--- src/rtl/serial_frame_controller_if.sv ---
// Bundles the serial line and the per-channel outputs of the serial frame controller.
// The controller uses the slave modport and the line driver or consumer uses the master modport.
interface serial_frame_controller_if #(
    parameter int ADDR_W = 2,
    parameter int LEN_W  = 8
);
    logic                   serial_in;
    logic                   serial_out;
    logic [2**ADDR_W-1:0]   ch_valid;
    logic                   wake_em_up;
    logic                   done;
    logic                   busy;
    logic [ADDR_W-1:0]      cur_addr;
    logic [LEN_W-1:0]       cur_len;

    modport master (
        output serial_in,
        input  serial_out,
        input  ch_valid,
        input  wake_em_up,
        input  done,
        input  busy,
        input  cur_addr,
        input  cur_len
    );

    modport slave (
        input  serial_in,
        output serial_out,
        output ch_valid,
        output wake_em_up,
        output done,
        output busy,
        output cur_addr,
        output cur_len
    );
endinterface

--- src/rtl/serial_frame_controller.sv ---
// Receives one serial frame (start, address, length, payload) and steers the payload
// to the addressed channel. It also counts the payload down and pulses done when the frame ends.
module serial_frame_controller #(
    parameter int ADDR_W = 2,
    parameter int LEN_W  = 8
) (
    input  logic                    clk,
    input  logic                    rst,
    serial_frame_controller_if.slave bus
);
    localparam int MAX_W = (ADDR_W > LEN_W) ? ADDR_W : LEN_W;
    localparam int CNT_W = $clog2(MAX_W) + 1;

    typedef enum logic [2:0] {
        IDLE,
        ADDR,
        LEN,
        PAYLOAD,
        DONE
    } state_t;

    state_t            state;
    state_t            state_next;
    logic [ADDR_W-1:0] addr;
    logic [ADDR_W-1:0] addr_next;
    logic [LEN_W-1:0]  len;
    logic [LEN_W-1:0]  len_next;
    logic [LEN_W-1:0]  len_shift;
    logic [LEN_W-1:0]  remaining;
    logic [LEN_W-1:0]  remaining_next;
    logic [CNT_W-1:0]  bit_cnt;
    logic [CNT_W-1:0]  bit_cnt_next;

    always_ff @(posedge clk or negedge rst) begin
        if (!rst) begin
            state     <= IDLE;
            addr      <= '0;
            len       <= '0;
            remaining <= '0;
            bit_cnt   <= '0;
        end else begin
            state     <= state_next;
            addr      <= addr_next;
            len       <= len_next;
            remaining <= remaining_next;
            bit_cnt   <= bit_cnt_next;
        end
    end

    always_comb begin
        state_next     = state;
        addr_next      = addr;
        len_next       = len;
        remaining_next = remaining;
        bit_cnt_next   = bit_cnt;
        len_shift      = (len << 1) | LEN_W'(bus.serial_in);

        case (state)
            IDLE: begin
                if (!bus.serial_in) begin
                    state_next   = ADDR;
                    bit_cnt_next = '0;
                end
            end
            ADDR: begin
                addr_next = (addr << 1) | ADDR_W'(bus.serial_in);
                if (bit_cnt == CNT_W'(ADDR_W - 1)) begin
                    state_next   = LEN;
                    bit_cnt_next = '0;
                end else begin
                    bit_cnt_next = bit_cnt + CNT_W'(1);
                end
            end
            LEN: begin
                len_next = len_shift;
                if (bit_cnt == CNT_W'(LEN_W - 1)) begin
                    bit_cnt_next = '0;
                    if (len_shift == '0) begin
                        state_next = DONE;
                    end else begin
                        state_next     = PAYLOAD;
                        remaining_next = len_shift;
                    end
                end else begin
                    bit_cnt_next = bit_cnt + CNT_W'(1);
                end
            end
            PAYLOAD: begin
                // Exiting at remaining <= 1 keeps the down-counter from ever wrapping past zero.
                if (remaining <= LEN_W'(1)) begin
                    state_next     = DONE;
                    remaining_next = '0;
                end else begin
                    remaining_next = remaining - LEN_W'(1);
                end
            end
            DONE: begin
                state_next = IDLE;
            end
            default: begin
                state_next = IDLE;
            end
        endcase

        bus.ch_valid = '0;
        if (state == PAYLOAD) begin
            bus.ch_valid[addr] = 1'b1;
        end
        bus.serial_out = bus.serial_in & (state == PAYLOAD);
        bus.wake_em_up = (state == PAYLOAD) && (remaining == LEN_W'(1));
        bus.done       = (state == DONE);
        bus.busy       = (state != IDLE);
        bus.cur_addr   = addr;
        bus.cur_len    = len;
    end
endmodule

--- src/flat_wrapper.sv ---
// flat-port wrapper written by rule: the top's interface ports become plain ports
module serial_frame_controller_flat 
#(
    parameter int ADDR_W = 2,
    parameter int LEN_W  = 8
)
  (clk, rst, bus_serial_in, bus_serial_out, bus_ch_valid, bus_wake_em_up, bus_done, bus_busy, bus_cur_addr, bus_cur_len);
  serial_frame_controller_if #(.ADDR_W(ADDR_W), .LEN_W(LEN_W)) bus_i ();
  input  logic clk;
  input  logic rst;
  input wire logic [$bits(bus_i.serial_in)-1:0] bus_serial_in;
  output wire logic [$bits(bus_i.serial_out)-1:0] bus_serial_out;
  output wire logic [$bits(bus_i.ch_valid)-1:0] bus_ch_valid;
  output wire logic [$bits(bus_i.wake_em_up)-1:0] bus_wake_em_up;
  output wire logic [$bits(bus_i.done)-1:0] bus_done;
  output wire logic [$bits(bus_i.busy)-1:0] bus_busy;
  output wire logic [$bits(bus_i.cur_addr)-1:0] bus_cur_addr;
  output wire logic [$bits(bus_i.cur_len)-1:0] bus_cur_len;
  assign bus_i.serial_in = bus_serial_in;
  assign bus_serial_out = bus_i.serial_out;
  assign bus_ch_valid = bus_i.ch_valid;
  assign bus_wake_em_up = bus_i.wake_em_up;
  assign bus_done = bus_i.done;
  assign bus_busy = bus_i.busy;
  assign bus_cur_addr = bus_i.cur_addr;
  assign bus_cur_len = bus_i.cur_len;
  serial_frame_controller #(.ADDR_W(ADDR_W), .LEN_W(LEN_W)) u_core (.clk(clk), .rst(rst), .bus(bus_i));
endmodule
--- config.mk ---
export PLATFORM = sky130hd
export DESIGN_NAME = serial_frame_controller_flat
export DESIGN_NICKNAME = d
export VERILOG_FILES = /design/src/rtl/serial_frame_controller_if.sv /design/src/rtl/serial_frame_controller.sv /design/src/flat_wrapper.sv
export SDC_FILE = /design/constraint.sdc
export NUM_CORES = 1
export LEC_CHECK = 0
export BUFFER_PORTS_ARGS = -buffer_cell sky130_fd_sc_hd__buf_4
export CORE_UTILIZATION = 56
export DETAILED_ROUTE_END_ITERATION = 16
export GPL_ROUTABILITY_DRIVEN = 0
export HOLD_SLACK_MARGIN = 0.12
export PLACE_DENSITY = 0.78
export SETUP_SLACK_MARGIN = 0.15
export SLEW_MARGIN = 20
export SYNTH_ARGS = -nofsm -noshare
export SYNTH_HDL_FRONTEND = slang
export SYNTH_SLANG_ARGS = --single-unit
--- constraint.sdc ---
create_clock -name clk -period 2.7 [get_ports clk]
set_clock_uncertainty 0.15 [all_clocks]
set_input_delay 0.27 -clock clk [delete_from_list [all_inputs] [get_ports clk]]
set_output_delay 0.27 -clock clk [all_outputs]
set_load 0.005 [all_outputs]
Word level (Yosys, flattened, before mapping)
Index checks and enable logic that the tools add are counted.

Input port bits: 3. Logic and storage cells: 52. Output and inout port bits: 18. Register bits after elaboration: 25.

Multiplexer cells: 17. Order comparisons: 3. Reductions and logical operators: 10. Equal/unequal tests: 12. Add/subtract/negate cells: 2. Bitwise logic cells: 3.

Operators with widths (number): $mux W8 (3); $mux W4 (4); $pmux W8 S2 (1); $mux W3 (5); $pmux W3 S4 (1); $pmux W4 S3 (1); $eq A8 B1 Y1 const B (1); $le A8 B1 Y1 const B (1); $logic_not A8 Y1 (1); $or A8 B1 Y8 (1); $sub A8 B1 Y8 const B (1); $eq A3 B2 Y1 const B (2); $ne A2 B1 Y1 const B (3); $reduce_bool A3 Y1 (2); $add A4 B1 Y4 const B (1); $eq A4 B1 Y1 const B (1); $eq A4 B3 Y1 const B (1); $ne A2 B2 Y1 const B (2); $reduce_and A4 Y1 (1); $eq A3 B1 Y1 const B (1); $eq A3 B3 Y1 const B (1); $logic_not A3 Y1 (1); $lt A2 B3 Y1 const B (1); $reduce_and A3 Y1 (1); other kinds (8) (9).

Depth between registers and ports, before layout
Gate-level depths: netlist of run 1.

Depth after elaboration: 5. Gate-level depth with buffers: 7. Gate-level depth less buffers: 6.

Worst setup path before layout of run 1
Ideal clock, no wire load.

Path type: reg2reg. Start point: register u_core.len[1], in the netlist u_core.bus.cur_len[1]. End point: register u_core.remaining[0]. Stages on the path, launching flop included: 7. Library setup time: 0.125 ns. Data required time: 2.425 ns. Path buffers: 2. Setup slack: 0.490 ns. Data arrival time: 1.935 ns. Clock period less this slack: 2.210 ns. Cell sequence: dfrtp_1 -> or4_4 -> o2111a_1 -> buf_6 -> or2_1 -> buf_6 -> mux2_4.

Cells in the longest elaborated chain, start to end: 4.

Ends and longest elaborated chain: start: declaration (line serial_frame_controller.sv:26) `logic [LEN_W-1:0] len;`; start signal: assignment (line serial_frame_controller.sv:44) `len <= len_next;`; $or A8 B1 Y8 (line serial_frame_controller.sv:56) `len_shift = (len << 1) | LEN_W'(bus.serial_in);`; $logic_not A8 Y1 (line serial_frame_controller.sv:78) `if (len_shift == '0) begin`; $ne A2 B2 Y1 (no line); $reduce_and A3 Y1 (no line); end signal: assignment (line serial_frame_controller.sv:45) `remaining <= remaining_next;`; end: declaration (line serial_frame_controller.sv:29) `logic [LEN_W-1:0] remaining;`.

No other way between the ends. A chain may end at the register's enable or synchronous reset.

Worst setup path in the final report of run 1
Start point: input port bus_serial_in. End point: register u_core.remaining[0].

Cells in the longest elaborated chain, start to end: 4. Elaborated cells on any way between the ends: 7. Classes of those cells: eq/ne (1); mux (3); bitwise (1); reduce/logical (2).

Ends and longest elaborated chain: start: declaration (line flat_wrapper.sv:11) `input wire logic [$bits(bus_i.serial_in)-1:0] bus_serial_in;`; $or A8 B1 Y8 (*) (line serial_frame_controller.sv:56); $logic_not A8 Y1 or $mux W8 (tied branches) (line serial_frame_controller.sv:78); $ne A2 B2 Y1 (no line) or $mux W8 (tied branches); $reduce_and A3 Y1 (no line) or $pmux W8 S2 (tied branches).

Mark *: on every way between the ends. The rest lies on a longest branch, timed or not. The select of a mux whose other input is x is not followed.

==> impl_metrics.yaml, run 1 <==
outcome:
  status: "complete, no violations"
setup_path:
  r2r-end: "u_core.remaining[0]$_DFFE_PN0P_"
  crit_path_start_kind: "input port"
  r2r_setup_slack_ns: 0.32
  arrival_ns: 2.51
  cp.buffers_inverters: 2
  crit_family: "simple AND/OR/NAND/NOR gates"
  setup.worst_path.class: "in2reg"
  critPathCaptureType: "flop"
  critical_path.max_stage_delay_ns: 0.54
  reg2reg_depth: 4
  cp_slowest_cell: "dlygate4sd3_1"
  r2r-start: "u_core.remaining[4]$_DFFE_PN0P_"
  cp_max_fo: 9
  worstPathCellList: "dlygate4sd3_1 > buf_4 > or4_4 > o2111a_1 > or2_1 > mux2_4"
  cp_data_required_time_ns: 2.77
layout:
  areaGrowthSynthToFinish_pct: 12.8
  seq_area_sq_um: 626
  nFillCells: 214
  fin_nets: 171
  drive_gt1_share_pct: 24.5
  multi_input_area_sq_um: 767
  n_antenna_cell: 0
grt:
  grt_use_met3_pct: 4.60
  grt_overflow_total: 0
  use_met1_pct: 32.1
  top_usage_layer: "met2"
  grt_pass1_wl_mm: 5.02
  grt.total_usage_pct: 24.9
  use_met2_pct: 40.8
  grt_max_degree: 26
  grt_pass1_vias: 1103
  antenna_found_initial: 0
cts:
  cts.repair.resized: 0
  cts_tree: "yes"
  clock_latency_ns: 0.33
  htree_levels: 1
  cts_root_buf: "clkbuf_4"
  cts.clk_slew.worst_paths_ns: 0.14
  clock_sinks: 25
  cts_hold_repair.buffers: 2
  cts_buffers: 3
  cts_setup_buffers: 0
  cts_buffer_depth: 2
power_and_ir_drop:
  power_switching_share_pct: 22.2
  p_clk_share_pct: 30.7
  power_frac_comb_pct: 2.7
  sequentialPowerShare_pct: 66.6
  p_sw_mw: 0.125
  internal_power_mw: 0.437
  power_leakage_nw: 0.802
  ir_worst_vdd_v: 0.000280
  p_per_area_mw_per_mm2: 339
yosys:
  async_reset_ff_share_pct: 100
  seq_area_frac_synth_pct: 42.5
  synth_most_common_cell: "dfrtp_1"
  avgSynthCellArea_sq_um: 10.2
  yosysTopAreaCell: "dfrtp_1"
  synth_cells: 144
  synth_cell_type_count: 42
  syn_nets: 151
  ys_ff_latch: 25
  synth_ff_type: "dfrtp_1"
  yosys-top-cells-count: "25 x dfrtp_1, 12 x nor2_1, 11 x nand2_1, 9 x mux2_2, 7 x inv_1"
  yosysWarnings: 0
  synth_area_leaders: "dfrtp_1 43%, mux2_2 6.9%, ha_1 3.4%"
  synth-edff-count: 0
  synth.top_cell.area_share_pct: 42.5
  netlist_area_sq_mm: 0.00147
sta:
  max_slew_margin_pct: 56.1
  fmax_mhz: 411
  finalSetupTns_ns: 0
  finalSetupViolCount: 0
  layout_min_cycle_time_ns: 2.43
  drv_slew: 0
  final.setup.worst_slack_ns: 0.267
  rsz0062_at_grt: "no"
  post-route-period-util_pct: 90.1
  tightestPinTransition_ns: 0.653
  hold_violations: 0
route:
  dr.pass1.iters: 4
  drc: 0
  drt-wirelength-per-cell_microns: 16.2
  drt_iter0_drc: 31
  vias_per_cell: 6.24
  wl_mm: 3.14
  drtAntennaViolNets: 0
  dr_total_vias: 1205
floorplanning:
  rows: 18
  ios: 21
  fp.dieH_microns: 53.3
  die-width_microns: 53.3
  coreArea_sq_mm: 0.00248
  die-area_sq_mm: 0.00284
  initial_core_util_pct: 59.4
placed_design:
  port_buffers: 20
  pre_cts_slack_ns: 0.389
  hpwl_mm: 2.27
worst_hold_path:
  holdCritPathClass: "in2async"
flow_run:
  cap_viol_max_count: 0
-- final cells by class --
| class | instances | area share, % |
|---|---|---|
| Inverter | 7 | 1.58 |
| Sequential cell | 25 | 37.7 |
| Clock buffer | 4 | 1.58 |
| Multi-Input combinational cell | 104 | 46.2 |
| Timing Repair Buffer | 23 | 10.7 |
| Tap cell | 30 | 2.26 |
-- registers in the layout, summed over array words and instances (netlist names) --
name	flops
u_core.bus.cur_len	8
u_core.bit_cnt	4
u_core.bus.cur_addr	2
u_core.state	3
u_core.remaining	8
-- worst max-delay path by stage --
stage / start / endpoint / slack (ns) / cells after the start
floorplan: u_core.bus.cur_len[1]$_DFFE_PN0N_ / u_core.remaining[0]$_DFFE_PN0P_ / 0.49 / 6
global placement: u_core.bus.cur_len[4]$_DFFE_PN0N_ / u_core.remaining[0]$_DFFE_PN0P_ / 0.41 / 4
detailed placement: u_core.remaining[4]$_DFFE_PN0P_ / u_core.remaining[0]$_DFFE_PN0P_ / 0.39 / 4
CTS: bus_serial_in / u_core.remaining[0]$_DFFE_PN0P_ / 0.29 / 6
global route: bus_serial_in / u_core.remaining[1]$_DFFE_PN0P_ / 0.23 / 6
finish: bus_serial_in / u_core.remaining[0]$_DFFE_PN0P_ / 0.27 / 6
-- kinds of logic after synthesis --
| group | count (synthesis) | share of synthesized area (%) |
|---|---|---|
| flip-flops | 25 | 42.5 |
| AND/OR/NAND/NOR | 47 | 17.0 |
| buffers and inverters | 15 | 5.36 |
| XOR/XNOR | 2 | 1.19 |
| adder cells (fa/ha/maj) | 4 | 3.40 |
| multiplexers | 14 | 11.0 |
| AO/OA/AOI/OAI | 37 | 19.6 |
-- worst register-to-register path: stages, from the launching register on --
cell	delay [ns]
dfrtp_1	0.46
or4_4	0.59
o41ai_2	0.59
o22ai_1	0.19
mux2_4	0.29
-- power groups by stage --
stage / clock network, mW / registers, mW / logic, mW
floorplan: 0 / 0.382 / 0.00133
global placement: 0 / 0.381 / 0.0137
detailed placement: 0 / 0.381 / 0.0137
CTS: 0.177 / 0.374 / 0.0158
global route: 0.189 / 0.375 / 0.0180
finish: 0.173 / 0.374 / 0.0154
-- layer usage --
| metal | up-vias | part of all wire, % |
|---|---|---|
| li1 | 581 | - |
| met1 | 569 | 46 |
| met2 | 52 | 47 |
| met3 | 3 | 6.3 |
| met4 | 0 | 0.80 |
| met5 | - | 0 |
-- cells in the final DEF, fill, tap and decap left out, types with 4 or more instances in the layout --
cell type	Yosys	layout
a21oi_1	4	4
buf_4	0	21
dfrtp_1	25	25
ha_1	4	4
inv_1	7	7
mux2_2	9	9
nand2_1	11	11
nor2_1	12	12
nor3_1	5	5
o21ai_0	6	6
o22ai_1	4	4
-- stage by stage --
| stage | util (%) | hold WS [ns] | cells | total power [mW] | cell area, sq um |
|---|---|---|---|---|---|
| after floorplan | - | -0.176 | 144 | 0.383 | 1470 |
| after global placement | 65.2 | 0.0439 | 187 | 0.395 | 1610 |
| after detailed placement | 65.2 | 0.0465 | 187 | 0.395 | 1610 |
| after CTS | 67.0 | 0.215 | 193 | 0.568 | 1660 |
| after global routing | 67.0 | 0.250 | 193 | 0.581 | 1660 |
| final | 67.0 | 0.212 | 193 | 0.563 | 1660 |
No activity file was read; power rests on OpenSTA's default activity.
==> inputs of run 2 (changes only) <==
Settings changed: CORE_UTILIZATION 56 to 48, PLACE_DENSITY 0.78 to 0.69.
==> impl_metrics.yaml, run 2 (synthesis gave the netlist of run 1 again) <==
setup_path:
  r2r-end: "u_core.remaining[0]$_DFFE_PN0P_"
  r2r_setup_slack_ns: 0.38
  crit_path_start_kind: "input port"
  critPathCaptureType: "flop"
  cp_max_fo: 9
  arrival_ns: 2.48
  setup.worst_path.class: "in2reg"
  reg2reg_depth: 4
  cp_data_required_time_ns: 2.78
  r2r-start: "u_core.remaining[4]$_DFFE_PN0P_"
floorplanning:
  ios: 21
  rows: 19
  fp.dieH_microns: 57.4
  die-area_sq_mm: 0.00329
  die-width_microns: 57.4
  coreArea_sq_mm: 0.00283
  initial_core_util_pct: 52.0
cts:
  cts.repair.resized: 0
  cts_root_buf: "clkbuf_4"
  clock_sinks: 25
  cts_hold_repair.buffers: 2
  cts_tree: "yes"
  cts_buffers: 3
  htree_levels: 1
  clock_latency_ns: 0.32
  cts_setup_buffers: 0
  cts_buffer_depth: 2
  cts.clk_slew.worst_paths_ns: 0.13
grt:
  grt_overflow_total: 0
  grt_use_met3_pct: 2.95
  use_met1_pct: 30.0
  use_met2_pct: 32.2
  grt.total_usage_pct: 21.3
  antenna_found_initial: 0
  grt_pass1_wl_mm: 5.35
  top_usage_layer: "met2"
  grt_max_degree: 26
  grt_pass1_vias: 1132
power_and_ir_drop:
  p_total_mw: 0.558
  ir_worst_vdd_v: 0.000197
  p_per_area_mw_per_mm2: 335
  power_leakage_nw: 0.805
route:
  drtAntennaViolNets: 0
  dr_total_vias: 1245
  drt-wirelength-per-cell_microns: 16.1
  drc: 0
  dr.pass1.iters: 4
  drt_iter0_drc: 57
  wl_mm: 3.13
  vias_per_cell: 6.42
sta:
  rsz0062_at_grt: "no"
  max_slew_margin_pct: 58.7
  finalSetupTns_ns: 0
  hold_violations: 0
  layout_min_cycle_time_ns: 2.41
  tightestPinTransition_ns: 0.613
  drv_slew: 0
  fmax_mhz: 415
  post-route-period-util_pct: 89.2
  finalSetupViolCount: 0
worst_hold_path:
  holdCritPathClass: "in2async"
layout:
  areaGrowthSynthToFinish_pct: 13.0
  mostFrequentLayoutCells: "25 x dfrtp_1, 21 x buf_4, 12 x nor2_1"
  drive_gt1_share_pct: 25.2
  layout_commonest_cell: "dfrtp_1"
  post-route-util_pct: 58.8
  fin_nets: 171
  n_antenna_cell: 0
  fin_cells: 194
  stdcell_area_sq_mm: 0.00166
outcome:
  status: "complete, no violations"
placed_design:
  post_dp_cell_area_sq_mm: 0.00162
  hpwl_mm: 2.23
  port_buffers: 20
  dp_cells: 188
flow_run:
  cap_viol_max_count: 0
[run 2: cell count changes in the layout (fill, tap and decap cells not counted)]
cell	before	now
clkbuf_1	1	0
clkinv_2	0	1
[run 2: final cells by class]
cell class | instances | area (sq um)
Clock inverter | 1 | 5.00
Sequential cell | 25 | 626
Multi-Input combinational cell | 104 | 767
Tap cell | 31 | 38.8
Inverter | 7 | 26.3
Timing Repair Buffer | 23 | 178
Fill cell | 242 | 1170
Clock buffer | 3 | 22.5
[run 2: per-layer routing]
layer  vias to the layer above  wire [microns]
met5                         -               0
li1                        580               -
met2                        49            1430
met3                         5             172
met4                         0              45
met1                       611            1480
[run 2: how the worst max path moves through the flow]
stage                                       from                               to  cells after the start
2_1_floorplan  u_core.bus.cur_len[1]$_DFFE_PN0N_  u_core.remaining[0]$_DFFE_PN0P_                      6
3_3_place_gp   u_core.bus.cur_len[5]$_DFFE_PN0N_  u_core.remaining[0]$_DFFE_PN0P_                      4
3_5_place_dp     u_core.remaining[4]$_DFFE_PN0P_  u_core.remaining[0]$_DFFE_PN0P_                      4
4_1_cts                            bus_serial_in  u_core.remaining[0]$_DFFE_PN0P_                      6
5_1_grt          u_core.remaining[4]$_DFFE_PN0P_  u_core.remaining[0]$_DFFE_PN0P_                      4
6_report                           bus_serial_in  u_core.remaining[0]$_DFFE_PN0P_                      6
[run 2: where the power goes]
part | internal (mW) | total, mW | switching (mW)
Sequential | 0.374 | 0.374 | 0
Combinational | 0.00503 | 0.0151 | 0.0100
Clock | 0.0556 | 0.168 | 0.112
Total | 0.435 | 0.558 | 0.123
[run 2: worst max-delay path, cell delays in order]
cell,delay [ns]
dlygate4sd3_1,0.53
buf_4,0.15
or4_4,0.48
o2111a_1,0.38
or2_1,0.35
mux2_4,0.32
[run 2: through the flow]
stage	worst slack, ns	hold slack (ns)
floorplan	0.490	-0.176
global placement	0.416	0.0394
detailed placement	0.399	0.0483
CTS	0.308	0.232
global route	0.234	0.239
finish	0.292	0.219
==> inputs of run 3 (changes only) <==
Clock period 2.7 ns to 3 ns, I/O delays scaled along.
==> impl_metrics.yaml, run 3 (synthesis gave the netlist of run 1 again) <==
sta:
  fmax_mhz: 405
  post-route-period-util_pct: 82.2
  holdWs_ns: 0.256
  final.setup.worst_slack_ns: 0.533
  drv_slew: 0
  finalSetupViolCount: 0
  rsz0062_at_grt: "no"
  finalSetupTns_ns: 0
  hold_violations: 0
  max_slew_margin_pct: 58.5
  tightestPinTransition_ns: 0.616
  layout_min_cycle_time_ns: 2.47
power_and_ir_drop:
  ir_worst_vdd_v: 0.000221
  p_per_area_mw_per_mm2: 303
  p_total_mw: 0.501
  power_leakage_nw: 0.800
grt:
  grt_overflow_total: 0
  grt.total_usage_pct: 22.1
  antenna_found_initial: 0
  grt_pass1_wl_mm: 5.60
  grt_pass1_vias: 1183
  grt_max_degree: 26
floorplanning:
  die-area_sq_mm: 0.00329
  rows: 19
  ios: 21
  coreArea_sq_mm: 0.00283
  fp.dieH_microns: 57.4
  initial_core_util_pct: 52.0
  die-width_microns: 57.4
setup_path:
  cp_max_fo: 9
  cp_data_required_time_ns: 3.06
  r2r-start: "u_core.remaining[4]$_DFFE_PN0P_"
  crit_path_start_kind: "input port"
  r2r-end: "u_core.remaining[0]$_DFFE_PN0P_"
  r2r_setup_slack_ns: 0.60
  setup.worst_path.class: "in2reg"
  critPathCaptureType: "flop"
  startpoint: "bus_serial_in"
  reg2reg_depth: 4
  arrival_ns: 2.53
cts:
  cts_buffers: 3
  cts_buffer_depth: 2
  htree_levels: 1
  cts_root_buf: "clkbuf_4"
  clock_sinks: 25
  clock_latency_ns: 0.32
  cts.clk_slew.worst_paths_ns: 0.14
  cts_tree: "yes"
  cts.repair.resized: 0
route:
  highest_layer: "met4"
  drt-wirelength-per-cell_microns: 16.8
  drt_iter0_drc: 27
  drc: 0
  dr_wl_met3_microns: 121
  vias_per_cell: 6.27
  wl_mm: 3.24
  wl_met1_mm: 1.57
  dr_wl_met2_mm: 1.52
  dr.pass1.iters: 4
  dr_total_vias: 1210
  drtAntennaViolNets: 0
flow_run:
  cap_viol_max_count: 0
worst_hold_path:
  holdCritPathClass: "in2async"
layout:
  n_antenna_cell: 0
  layout_commonest_cell: "dfrtp_1"
  post-route-util_pct: 58.5
  drive_gt1_share_pct: 24.7
  fin_nets: 170
  areaGrowthSynthToFinish_pct: 12.5
  mostFrequentLayoutCells: "25 x dfrtp_1, 20 x buf_4, 12 x nor2_1"
placed_design:
  hpwl_mm: 2.28
  port_buffers: 20
  pre_cts_slack_ns: 0.671
outcome:
  status: "complete, no violations"
## run 3: cell count changes in the layout (fill, tap and decap cells not counted), sizes merged
cell  previous run  this run
buf             21        20
## run 3: worst max path at each step
stage	cells past startpoint	to	slack [ns]
after CTS	6	u_core.remaining[0]$_DFFE_PN0P_	0.56
after global routing	4	bus_wake_em_up	0.47
final	6	u_core.remaining[0]$_DFFE_PN0P_	0.53
after detailed placement	4	u_core.remaining[0]$_DFFE_PN0P_	0.67
after global placement	4	u_core.remaining[0]$_DFFE_PN0P_	0.72
after floorplan	6	u_core.remaining[0]$_DFFE_PN0P_	0.79
## run 3: what timing repair did
action                                 4_1_cts  5_1_grt
buffers inserted                             0        0
endpoints found under the hold margin       26        0
hold buffers                                 2        0
## run 3: area by class of cell
type	instances	area, sq um
fill	239	1170
sequential	25	626
clock inverter	1	5.00
clock buffer	3	22.5
tap	31	38.8
multi-input combinational	104	767
timing repair buffer	22	170
inverter	7	26.3
## run 3: metrics by stage
| stage | std cells | cell area, sq um |
|---|---|---|
| finish | 193 | 1660 |
| global route | 193 | 1660 |
| detailed placement | 187 | 1610 |
| CTS | 193 | 1660 |
| floorplan | 144 | 1470 |
| global placement | 187 | 1610 |
## run 3: worst max-delay path, cell delays in order
cell,delay (ns)
dlygate4sd3_1,0.53
buf_4,0.15
or4_4,0.48
o2111a_1,0.38
or2_1,0.36
mux2_4,0.33
## run 3: report_power, final
group          switching, mW  total (mW)  internal, mW
Sequential                 0       0.337         0.337
Clock                  0.100       0.150        0.0499
Combinational        0.00918      0.0137       0.00452
## run 3: routing by layer
metal / up-vias / GRT usage, %
met5: - / 0
met4: 0 / 9.76
met3: 6 / 4.08
met2: 34 / 34.2
met1: 593 / 30.3
li1: 577 / -
